**config.mk**
```make
export PLATFORM = sky130hd
export DESIGN_NAME = sst39_flash_ctrl
export DESIGN_NICKNAME = d
export VERILOG_FILES = /design/src/rtl/sst39_pkg.sv /design/src/rtl/sst39_flash_ctrl.sv
export SDC_FILE = /design/constraint.sdc
export NUM_CORES = 1
export LEC_CHECK = 0
export BUFFER_PORTS_ARGS = -buffer_cell sky130_fd_sc_hd__buf_4
export CELL_PAD_IN_SITES_DETAIL_PLACEMENT = 1
export CELL_PAD_IN_SITES_GLOBAL_PLACEMENT = 2
export CORE_UTILIZATION = 30
export CTS_CLUSTER_SIZE = 25
export DETAILED_ROUTE_END_ITERATION = 16
export GPL_ROUTABILITY_DRIVEN = 0
export GPL_TIMING_DRIVEN = 0
export PLACE_DENSITY = 0.8
export REMOVE_ABC_BUFFERS = 1
export SLEW_MARGIN = 20
export SYNTH_ARGS = -nofsm -noshare
export SYNTH_HDL_FRONTEND = slang
export SYNTH_SLANG_ARGS = --single-unit
export TNS_END_PERCENT = 100
```
**constraint.sdc**
```tcl
create_clock -name SIM_CLK -period 4.6 [get_ports SIM_CLK]
set_input_delay 0.69 -clock SIM_CLK [delete_from_list [all_inputs] [get_ports SIM_CLK]]
set_output_delay 0.69 -clock SIM_CLK [all_outputs]
set_load 0.05 [all_outputs]
```
**src/rtl/sst39_pkg.sv**
```systemverilog
// Shared encodings, command constants and unlock sequence tables for the
// SST39VF200A-style parallel NOR flash bus initiator.
package sst39_pkg;

    typedef enum logic [1:0] {
        OP_READ  = 2'b00,
        OP_PROG  = 2'b01,
        OP_ERASE = 2'b10,
        OP_RSVD  = 2'b11
    } op_e;

    typedef enum logic [2:0] {
        IDLE,
        RD_ACC,
        WR_SETUP,
        WR_PULSE,
        WR_RECOV,
        POLL_ACC,
        POLL_GAP,
        RESP
    } state_e;

    localparam logic [16:0] UNLOCK_ADDR1 = 17'h05555;
    localparam logic [16:0] UNLOCK_ADDR2 = 17'h02AAA;

    localparam logic [15:0] CMD_AA = 16'h00AA;
    localparam logic [15:0] CMD_55 = 16'h0055;
    localparam logic [15:0] CMD_A0 = 16'h00A0;
    localparam logic [15:0] CMD_80 = 16'h0080;
    localparam logic [15:0] CMD_10 = 16'h0010;

    localparam int PROG_LEN  = 4;
    localparam int ERASE_LEN = 6;

    typedef struct packed {
        logic [16:0] addr;
        logic [15:0] data;
    } bus_word_t;

    localparam bus_word_t BW_NONE = '0;

    // Entry 3 of the program sequence comes from the host address/data, supplied by seq_word.
    localparam bus_word_t [0:7] PROG_SEQ = {
        bus_word_t'({UNLOCK_ADDR1, CMD_AA}),
        bus_word_t'({UNLOCK_ADDR2, CMD_55}),
        bus_word_t'({UNLOCK_ADDR1, CMD_A0}),
        BW_NONE, BW_NONE, BW_NONE, BW_NONE, BW_NONE
    };

    localparam bus_word_t [0:7] ERASE_SEQ = {
        bus_word_t'({UNLOCK_ADDR1, CMD_AA}),
        bus_word_t'({UNLOCK_ADDR2, CMD_55}),
        bus_word_t'({UNLOCK_ADDR1, CMD_80}),
        bus_word_t'({UNLOCK_ADDR1, CMD_AA}),
        bus_word_t'({UNLOCK_ADDR2, CMD_55}),
        bus_word_t'({UNLOCK_ADDR1, CMD_10}),
        BW_NONE, BW_NONE
    };

    // Address/data word for step idx of the command sequence belonging to op.
    function automatic bus_word_t seq_word(input op_e op, input logic [2:0] idx,
                                           input logic [16:0] a, input logic [15:0] d);
        bus_word_t w;
        if (op == OP_PROG) begin
            if (idx == 3'd3) begin
                w.addr = a;
                w.data = d;
            end else begin
                w = PROG_SEQ[idx];
            end
        end else begin
            w = ERASE_SEQ[idx];
        end
        return w;
    endfunction

    // Index of the final word of the command sequence belonging to op.
    function automatic logic [2:0] seq_last(input op_e op);
        return (op == OP_PROG) ? 3'(PROG_LEN - 1) : 3'(ERASE_LEN - 1);
    endfunction

endpackage

```
**src/rtl/sst39_flash_ctrl.sv**
```systemverilog
// Single-word host request to SST39VF200A flash bus cycle converter:
// read, JEDEC word-program and chip-erase with Data# polling on DQ7.
module sst39_flash_ctrl
    import sst39_pkg::*;
#(
    parameter int T_RD     = 3,
    parameter int T_WP     = 2,
    parameter int T_WPH    = 1,
    parameter int POLL_MAX = 4096
) (
    input  logic        SIM_CLK,
    input  logic        SIM_RST,
    input  logic        req_valid,
    output logic        req_ready,
    input  logic [1:0]  req_op,
    input  logic [16:0] req_addr,
    input  logic [15:0] req_wdata,
    output logic        rsp_valid,
    output logic [15:0] rsp_rdata,
    output logic        rsp_err,
    output logic        busy,
    output logic [16:0] flash_addr,
    output logic [15:0] flash_dq_o,
    output logic        flash_dq_oe,
    input  logic [15:0] flash_dq_i,
    output logic        flash_ce_n,
    output logic        flash_oe_n,
    output logic        flash_we_n
);

    localparam logic [7:0]  RD_INIT   = 8'(T_RD - 1);
    localparam logic [7:0]  WP_INIT   = 8'(T_WP - 1);
    localparam logic [7:0]  WPH_INIT  = 8'(T_WPH - 1);
    localparam logic [12:0] POLL_LAST = 13'(POLL_MAX - 1);

    state_e      state;
    op_e         op_q;
    logic [16:0] addr_q;
    logic [15:0] wdata_q;
    logic [2:0]  seq_idx;
    logic [7:0]  tcnt;
    logic [12:0] poll_cnt;
    logic        poll_expect;

    assign req_ready   = (state == IDLE);
    assign busy        = (state != IDLE);
    assign poll_expect = (op_q == OP_PROG) ? wdata_q[7] : 1'b1;

    // Bus sequencing FSM: every strobe and response output is a register set on the transition into the state that needs it.
    always_ff @(posedge SIM_CLK or negedge SIM_RST) begin
        if (!SIM_RST) begin
            state       <= IDLE;
            op_q        <= OP_READ;
            addr_q      <= '0;
            wdata_q     <= '0;
            seq_idx     <= '0;
            tcnt        <= '0;
            poll_cnt    <= '0;
            rsp_valid   <= 1'b0;
            rsp_rdata   <= '0;
            rsp_err     <= 1'b0;
            flash_addr  <= '0;
            flash_dq_o  <= '0;
            flash_dq_oe <= 1'b0;
            flash_ce_n  <= 1'b1;
            flash_oe_n  <= 1'b1;
            flash_we_n  <= 1'b1;
        end else begin
            case (state)
                IDLE: begin
                    if (req_valid) begin
                        op_q     <= op_e'(req_op);
                        addr_q   <= req_addr;
                        wdata_q  <= req_wdata;
                        seq_idx  <= '0;
                        poll_cnt <= '0;
                        case (op_e'(req_op))
                            OP_READ: begin
                                state      <= RD_ACC;
                                flash_addr <= req_addr;
                                flash_ce_n <= 1'b0;
                                flash_oe_n <= 1'b0;
                                tcnt       <= RD_INIT;
                            end
                            OP_PROG, OP_ERASE: begin
                                state       <= WR_SETUP;
                                flash_ce_n  <= 1'b0;
                                flash_dq_oe <= 1'b1;
                                {flash_addr, flash_dq_o} <=
                                    seq_word(op_e'(req_op), 3'd0, req_addr, req_wdata);
                            end
                            default: begin
                                state     <= RESP;
                                rsp_valid <= 1'b1;
                                rsp_err   <= 1'b1;
                            end
                        endcase
                    end
                end
                RD_ACC: begin
                    if (tcnt == 8'd0) begin
                        state      <= RESP;
                        rsp_rdata  <= flash_dq_i;
                        rsp_valid  <= 1'b1;
                        rsp_err    <= 1'b0;
                        flash_ce_n <= 1'b1;
                        flash_oe_n <= 1'b1;
                    end else begin
                        tcnt <= tcnt - 8'd1;
                    end
                end
                WR_SETUP: begin
                    state      <= WR_PULSE;
                    flash_we_n <= 1'b0;
                    tcnt       <= WP_INIT;
                end
                WR_PULSE: begin
                    if (tcnt == 8'd0) begin
                        state      <= WR_RECOV;
                        flash_ce_n <= 1'b1;
                        flash_we_n <= 1'b1;
                        tcnt       <= WPH_INIT;
                    end else begin
                        tcnt <= tcnt - 8'd1;
                    end
                end
                WR_RECOV: begin
                    if (tcnt != 8'd0) begin
                        tcnt <= tcnt - 8'd1;
                    end else if (seq_idx == seq_last(op_q)) begin
                        state       <= POLL_GAP;
                        flash_dq_oe <= 1'b0;
                        flash_dq_o  <= '0;
                        flash_addr  <= (op_q == OP_PROG) ? addr_q : 17'd0;
                    end else begin
                        state      <= WR_SETUP;
                        seq_idx    <= seq_idx + 3'd1;
                        flash_ce_n <= 1'b0;
                        {flash_addr, flash_dq_o} <=
                            seq_word(op_q, seq_idx + 3'd1, addr_q, wdata_q);
                    end
                end
                POLL_GAP: begin
                    state      <= POLL_ACC;
                    flash_ce_n <= 1'b0;
                    flash_oe_n <= 1'b0;
                    tcnt       <= RD_INIT;
                end
                POLL_ACC: begin
                    if (tcnt != 8'd0) begin
                        tcnt <= tcnt - 8'd1;
                    end else begin
                        flash_ce_n <= 1'b1;
                        flash_oe_n <= 1'b1;
                        rsp_rdata  <= flash_dq_i;
                        if (flash_dq_i[7] == poll_expect) begin
                            state     <= RESP;
                            rsp_valid <= 1'b1;
                            rsp_err   <= 1'b0;
                        end else if (poll_cnt == POLL_LAST) begin
                            state     <= RESP;
                            rsp_valid <= 1'b1;
                            rsp_err   <= 1'b1;
                        end else begin
                            state    <= POLL_GAP;
                            poll_cnt <= poll_cnt + 13'd1;
                        end
                    end
                end
                RESP: begin
                    state     <= IDLE;
                    rsp_valid <= 1'b0;
                    rsp_err   <= 1'b0;
                end
                default: begin
                    state <= IDLE;
                end
            endcase
        end
    end

endmodule

```
* Word-level counts from Yosys, hierarchy flattened
Memories as Yosys holds them, arrays and structs flattened. Cells that the tools add are included. W data, S select, Z words.
Operators by class: $add $sub $neg 3, magnitude comparators 1, equal/unequal tests 32, muxes and demuxes 73, bitwise gates (word level) 1, reductions and logical operators 30
Operators with widths (count):
- $mux W33 | 6
- $mux W16 | 6
- $mux W17 | 4
- $pmux W17 S2 | 2
- $pmux W16 S2 | 2
- $mux W13 | 4
- $pmux W8 S6 | 1
- $mux W8 | 5
- $mux W3 | 10
- $pmux W13 S2 | 1
- $reduce_and A5 Y1 | 5
- $ne A2 B2 Y1 const B | 12
- $pmux W3 S8 | 1
- $mux W1 | 23
- $add A13 B1 Y13 const B | 1
- $eq A13 B12 Y1 const B | 1
- $eq A3 B3 Y1 const B | 4
- $pmux W1 S4 | 3
- $pmux W3 S2 | 2
- $reduce_and A4 Y1 | 3
- $eq A3 B2 Y1 const B | 3
- $logic_not A8 Y1 | 1
- $ne A2 B1 Y1 const B | 4
- $reduce_bool A2 Y1 | 4
- other kinds (26) | 32
Storage, ports and cells: flip-flop bits (word level) 117, ROM bits 528, input port bits 54, output and inout bits 57, memories kept 2
Memory list:
- (no name shown) | words 8, width 33, rd ports 1, clocked after memory_dff 0, write ports 0, line sst39_pkg.sv:72 | w = ERASE_SEQ[idx];
- (no name shown) | words 8, width 33, rd ports 1, clocked after memory_dff 0, write ports 0, line sst39_pkg.sv:69 | w = PROG_SEQ[idx];

* Logic depth before layout (Yosys ltp)
word-level depth 10, mapped depth 10

* Worst setup path after synthesis
OpenSTA, ideal clock, no wires.
path kind flip-flop to flip-flop, start point reg state[2], end point reg tcnt[1], setup time 0.131 ns, data arrival time 2.389 ns, required time 4.469 ns, slack 2.079 ns, stages on the path, launching flop included 9, buffers on the path 1, period minus slack after synthesis 2.521 ns, path through dfrtp_1 -> clkbuf_1 -> inv_1 -> nand2_1 -> inv_1 -> a21oi_1 -> nand2_1 -> nor4b_1 -> a21oi_1
On the way: elaborated cells on any way between the ends 15, those cells by class eq/ne: 10; mux: 1; reduce/logical: 4
RTL lines:
- from (decl) | line sst39_flash_ctrl.sv:36 | state_e state;
- from (signal assigned) | line sst39_flash_ctrl.sv:52 | state <= IDLE;
- from (signal assigned) | line sst39_flash_ctrl.sv:79 | state <= RD_ACC;
- from (signal assigned) | line sst39_flash_ctrl.sv:86 | state <= WR_SETUP;
- $logic_not A3 Y1 *
- via req_ready | line sst39_flash_ctrl.sv:14 | output logic req_ready,
- $reduce_bool A6 Y1 (no line), or another cell as far along
- $reduce_and A5 Y1 (no line)
- to (signal assigned) | line sst39_flash_ctrl.sv:109 | tcnt <= tcnt - 8'd1;
- to (signal assigned) | line sst39_flash_ctrl.sv:124 | tcnt <= tcnt - 8'd1;
- to (signal assigned) | line sst39_flash_ctrl.sv:129 | tcnt <= tcnt - 8'd1;
- to (decl) | line sst39_flash_ctrl.sv:41 | logic [7:0] tcnt;
The timed path passes the listed nets; every way through them passes the cells marked *. A chain may end at the register's enable or synchronous reset.

* Worst setup path after layout
start point reg state[1], end point reg poll_cnt[11]
On the way: longest elaborated chain between the ends 3, elaborated cells on any way between the ends 9, those cells by class eq/ne: 5; mux: 1; reduce/logical: 3
RTL lines:
- $eq A3 B3 Y1 or $logic_not A3 Y1 (tied branches) | line sst39_flash_ctrl.sv:69 | case (state)
- $ne A2 B2 Y1 (no line) or $reduce_bool A2 Y1 (tied branches)
- $reduce_and A5 Y1 (no line)
- to (signal assigned) | line sst39_flash_ctrl.sv:166 | poll_cnt <= poll_cnt + 13'd1;
- to (decl) | line sst39_flash_ctrl.sv:42 | logic [12:0] poll_cnt;
Parallel ways exist; a longest one is shown, timed or not.

==> flow_summary.json <==
{
  "leakage_nw": 3.47,
  "crit_top_cell": "buf_4",
  "hp-class": "in -> async",
  "die_y_um": 143,
  "postCtsHoldBufs": 0,
  "max_slew_margin_pct": 28.7,
  "start_util_pct": 30.6,
  "fin_nets": 813,
  "clock-root-buffer": "clkbuf_16",
  "period_minus_slack_ns": 3.06,
  "skew_ns": 0.00589,
  "clk_latency_ns": 0.42,
  "p_seq_share_pct": 32.0,
  "end_kind": "register",
  "cp_max_fo": 25,
  "ir_drop_mv": 0.340,
  "p_comb_share_pct": 45.4,
  "criticalPathCategory": "reg -> reg",
  "finalCritPeriodShare_pct": 66.6,
  "required_ns": 4.94,
  "die_area_um2": 20300,
  "viasPerCell": 5.20,
  "cts.sinks": 117,
  "numCtsBuffers": 17,
  "io_pins": 111,
  "netlist_instances": 648,
  "power_density_nw_per_um2": 743,
  "cts_buffer_depth": 2,
  "post_drt_wl_per_cell_um": 17.8,
  "dpl.hpwl_mm": 12.7,
  "rsz0062_at_grt": "no",
  "crit_arrival_ns": 3.40,
  "drc": 0,
  "setup_viol": 0,
  "yosysSeqAreaShare_pct": 49.4,
  "synth_edf_count": 0,
  "areaGrowthSynthToFinish_pct": 29.5,
  "hold_violations": 0,
  "yosys_warnings": 0,
  "ant_nets": 0,
  "netlist_area_um2": 5930,
  "yosysTopAreaCellShare_pct": 48.1,
  "synthTopCellsByArea": "dfrtp_1 (48%), nand2_1 (9.2%), mux2_2 (3.6%)",
  "port_buffers": 110,
  "start_kind": "register",
  "wl_mm": 18.2,
  "nFillCells": 2245,
  "cts_setup_buffers": 0,
  "yosysUniqueCellTypes": 57,
  "p_int_mw": 3.12,
  "synthArstFlopShare_pct": 100,
  "crit_chain": "nor4b_2, buf_4, buf_4, a31oi_1, or4_1, or3_1, a21oi_1",
  "slowest_delay_ns": 0.68,
  "maxSlewViolCount": 0,
  "power.share.clock_pct": 22.6,
  "grt_pass1_vias": 5792,
  "synth_seq_cells": 117,
  "finalHoldWorstSlack_ns": 0.217,
  "drive_above_1_share_pct": 24.6,
  "grt_max_degree": 67,
  "fp.dieW_um": 143,
  "fmax_mhz": 327,
  "max-cap-violations": 0,
  "clk_pin_slew_worst_paths_ns": 0.06,
  "cts_max_level": 4,
  "rows": 51,
  "routed-via-count": 5338,
  "antenna_found_initial": 0,
  "p_switching_mw": 2.59,
  "cts-resized-gates": 0,
  "core_um2": 19400,
  "p_total_mw": 5.71,
  "grt_pass1_wl_mm": 30.2,
  "diodes": 0,
  "firstDrtPassIters": 4,
  "syn_avg_cell_area_um2": 9.16,
  "slowest_stage": "dfrtp_1",
  "yosysTopAreaCell": "dfrtp_1",
  "p_sw_share_pct": 45.3,
  "synth_ff_type": "dfrtp_1",
  "grt_overflow": 0,
  "worst_pin_slew_ns": 1.06,
  "status": "completed",
  "drt_iter0_markers": 227,
  "cts_tree": "built",
  "track_usage_pct": 19.3
}
## cell usage after synthesis, types with 3 or more instances
library cell / number
dfstp_2: 3
or4_1: 8
buf_2: 6
inv_1: 15
nor2_1: 31
nand2b_1: 4
a22oi_1: 4
o21ai_0: 37
o31ai_1: 11
a32oi_1: 3
dfrtp_1: 114
nand2_1: 145
nand4_1: 9
nand3b_1: 3
and2_1: 9
a21oi_1: 39
and3_1: 4
ha_1: 11
nand3_1: 27
a31oi_1: 17
o2111ai_1: 8
clkbuf_1: 35
xor2_1: 7
mux2i_1: 3
or3_1: 7
a22o_1: 10
o22ai_1: 3
nor3b_1: 9
o21a_1: 8
mux2_2: 19
## cells by family (layout without fill, tap and decap cells)
family | count (synthesis) | after routing | share of synthesized area, %
AOI/OAI and AO/OA | 159 | 159 | 17.1
xor gates and xnor gates | 9 | 9 | 1.33
adders and majority gates | 11 | 11 | 2.32
buffers and inverters | 57 | 170 | 3.73
DFF | 117 | 117 | 49.4
muxes | 22 | 22 | 4.11
and+or+nand+nor | 273 | 273 | 22.0
## path summary, 6_finish.rpt
kind / slack [ns] / cells after the start / to / startpoint
max: 1.54 / 7 / poll_cnt[11] / state[1]
min: 0.22 / 1 / flash_addr[2] / SIM_RST
max reg2reg: 1.54 / 7 / poll_cnt[11] / state[1]
min reg2reg: 0.48 / 2 / wdata_q[0] / wdata_q[0]
max in group asynchronous: 3.65 / 2 / flash_we_n / SIM_RST
min in group SIM_CLK: 0.46 / 3 / wdata_q[9] / req_wdata[9]
## routing by layer
| layer | track usage [%] | up-vias | routed length [um] |
|---|---|---|---|
| met1 | 24.5 | 2718 | 8290 |
| met5 | 0 | - | 0 |
| met2 | 32.7 | 95 | 9100 |
| li1 | - | 2507 | - |
| met3 | 3.69 | 18 | 636 |
| met4 | 6.40 | 0 | 208 |
## worst max-delay path: cells and delay by family, from the launching register on
kind                   cells  cell delay, ns
buffers and inverters      2            0.42
AOI/OAI and AO/OA          2            0.33
and+or+nand+nor            3            1.54
DFF                        1            0.68
## stage by stage
step                      cell area, um2  std cells  utilization, %  setup slack [ns]  setup TNS [ns]
after CTS                           7680       1026            39.6              1.49               0
after detailed placement            7110        994            36.7              1.51               0
after global routing                7690       1026            39.6              1.34               0
after floorplan                     5770        606               -             -1.63          -15.66
final                               7690       1026            39.6              1.54               0
after global placement              6930        981            35.7             -6.35         -204.45
## power by group through the flow
stage	Clock (mW)	Combinational (mW)	Sequential, mW
6_report	1.29	2.59	1.83
5_1_grt	1.36	2.82	1.89
4_1_cts	1.32	2.61	1.83
3_5_place_dp	0	2.60	1.85
3_3_place_gp	0	2.48	1.81
2_1_floorplan	0	1.08	2.44
## cells in the final DEF, fill, tap and decap left out, drive strengths merged, types with 6 or more instances in the layout
cell	count
nand2	145
buf	123
dfrtp	114
a21oi	39
o21ai	39
nor2	31
nand3	27
clkbuf	23
mux2	19
a31oi	17
inv	15
o31ai	11
ha	11
nor3b	11
a22o	10
and2	9
nand4	9
or4	8
o2111ai	8
o21a	8
or3	7
xor2	7
clkinv	6
## flip-flops by register name, indices dropped and copies added (netlist names), 2 cells and up
register,flops
addr_q,17
flash_addr,17
flash_dq_o,16
rsp_rdata,16
wdata_q,16
poll_cnt,13
tcnt,8
seq_idx,3
state,3
op_q,2
## cell type report
class,instances,area (um2),area share [%]
clock inverters,9,75.1,0.977
repair buffers,123,980,12.7
clock buffers,23,498,6.48
well taps,265,332,4.31
flip-flops and latches,117,2930,38.1
inverters,15,56.3,0.732
multi-input cells,474,2820,36.6
(Power assumes the default switching activity.)
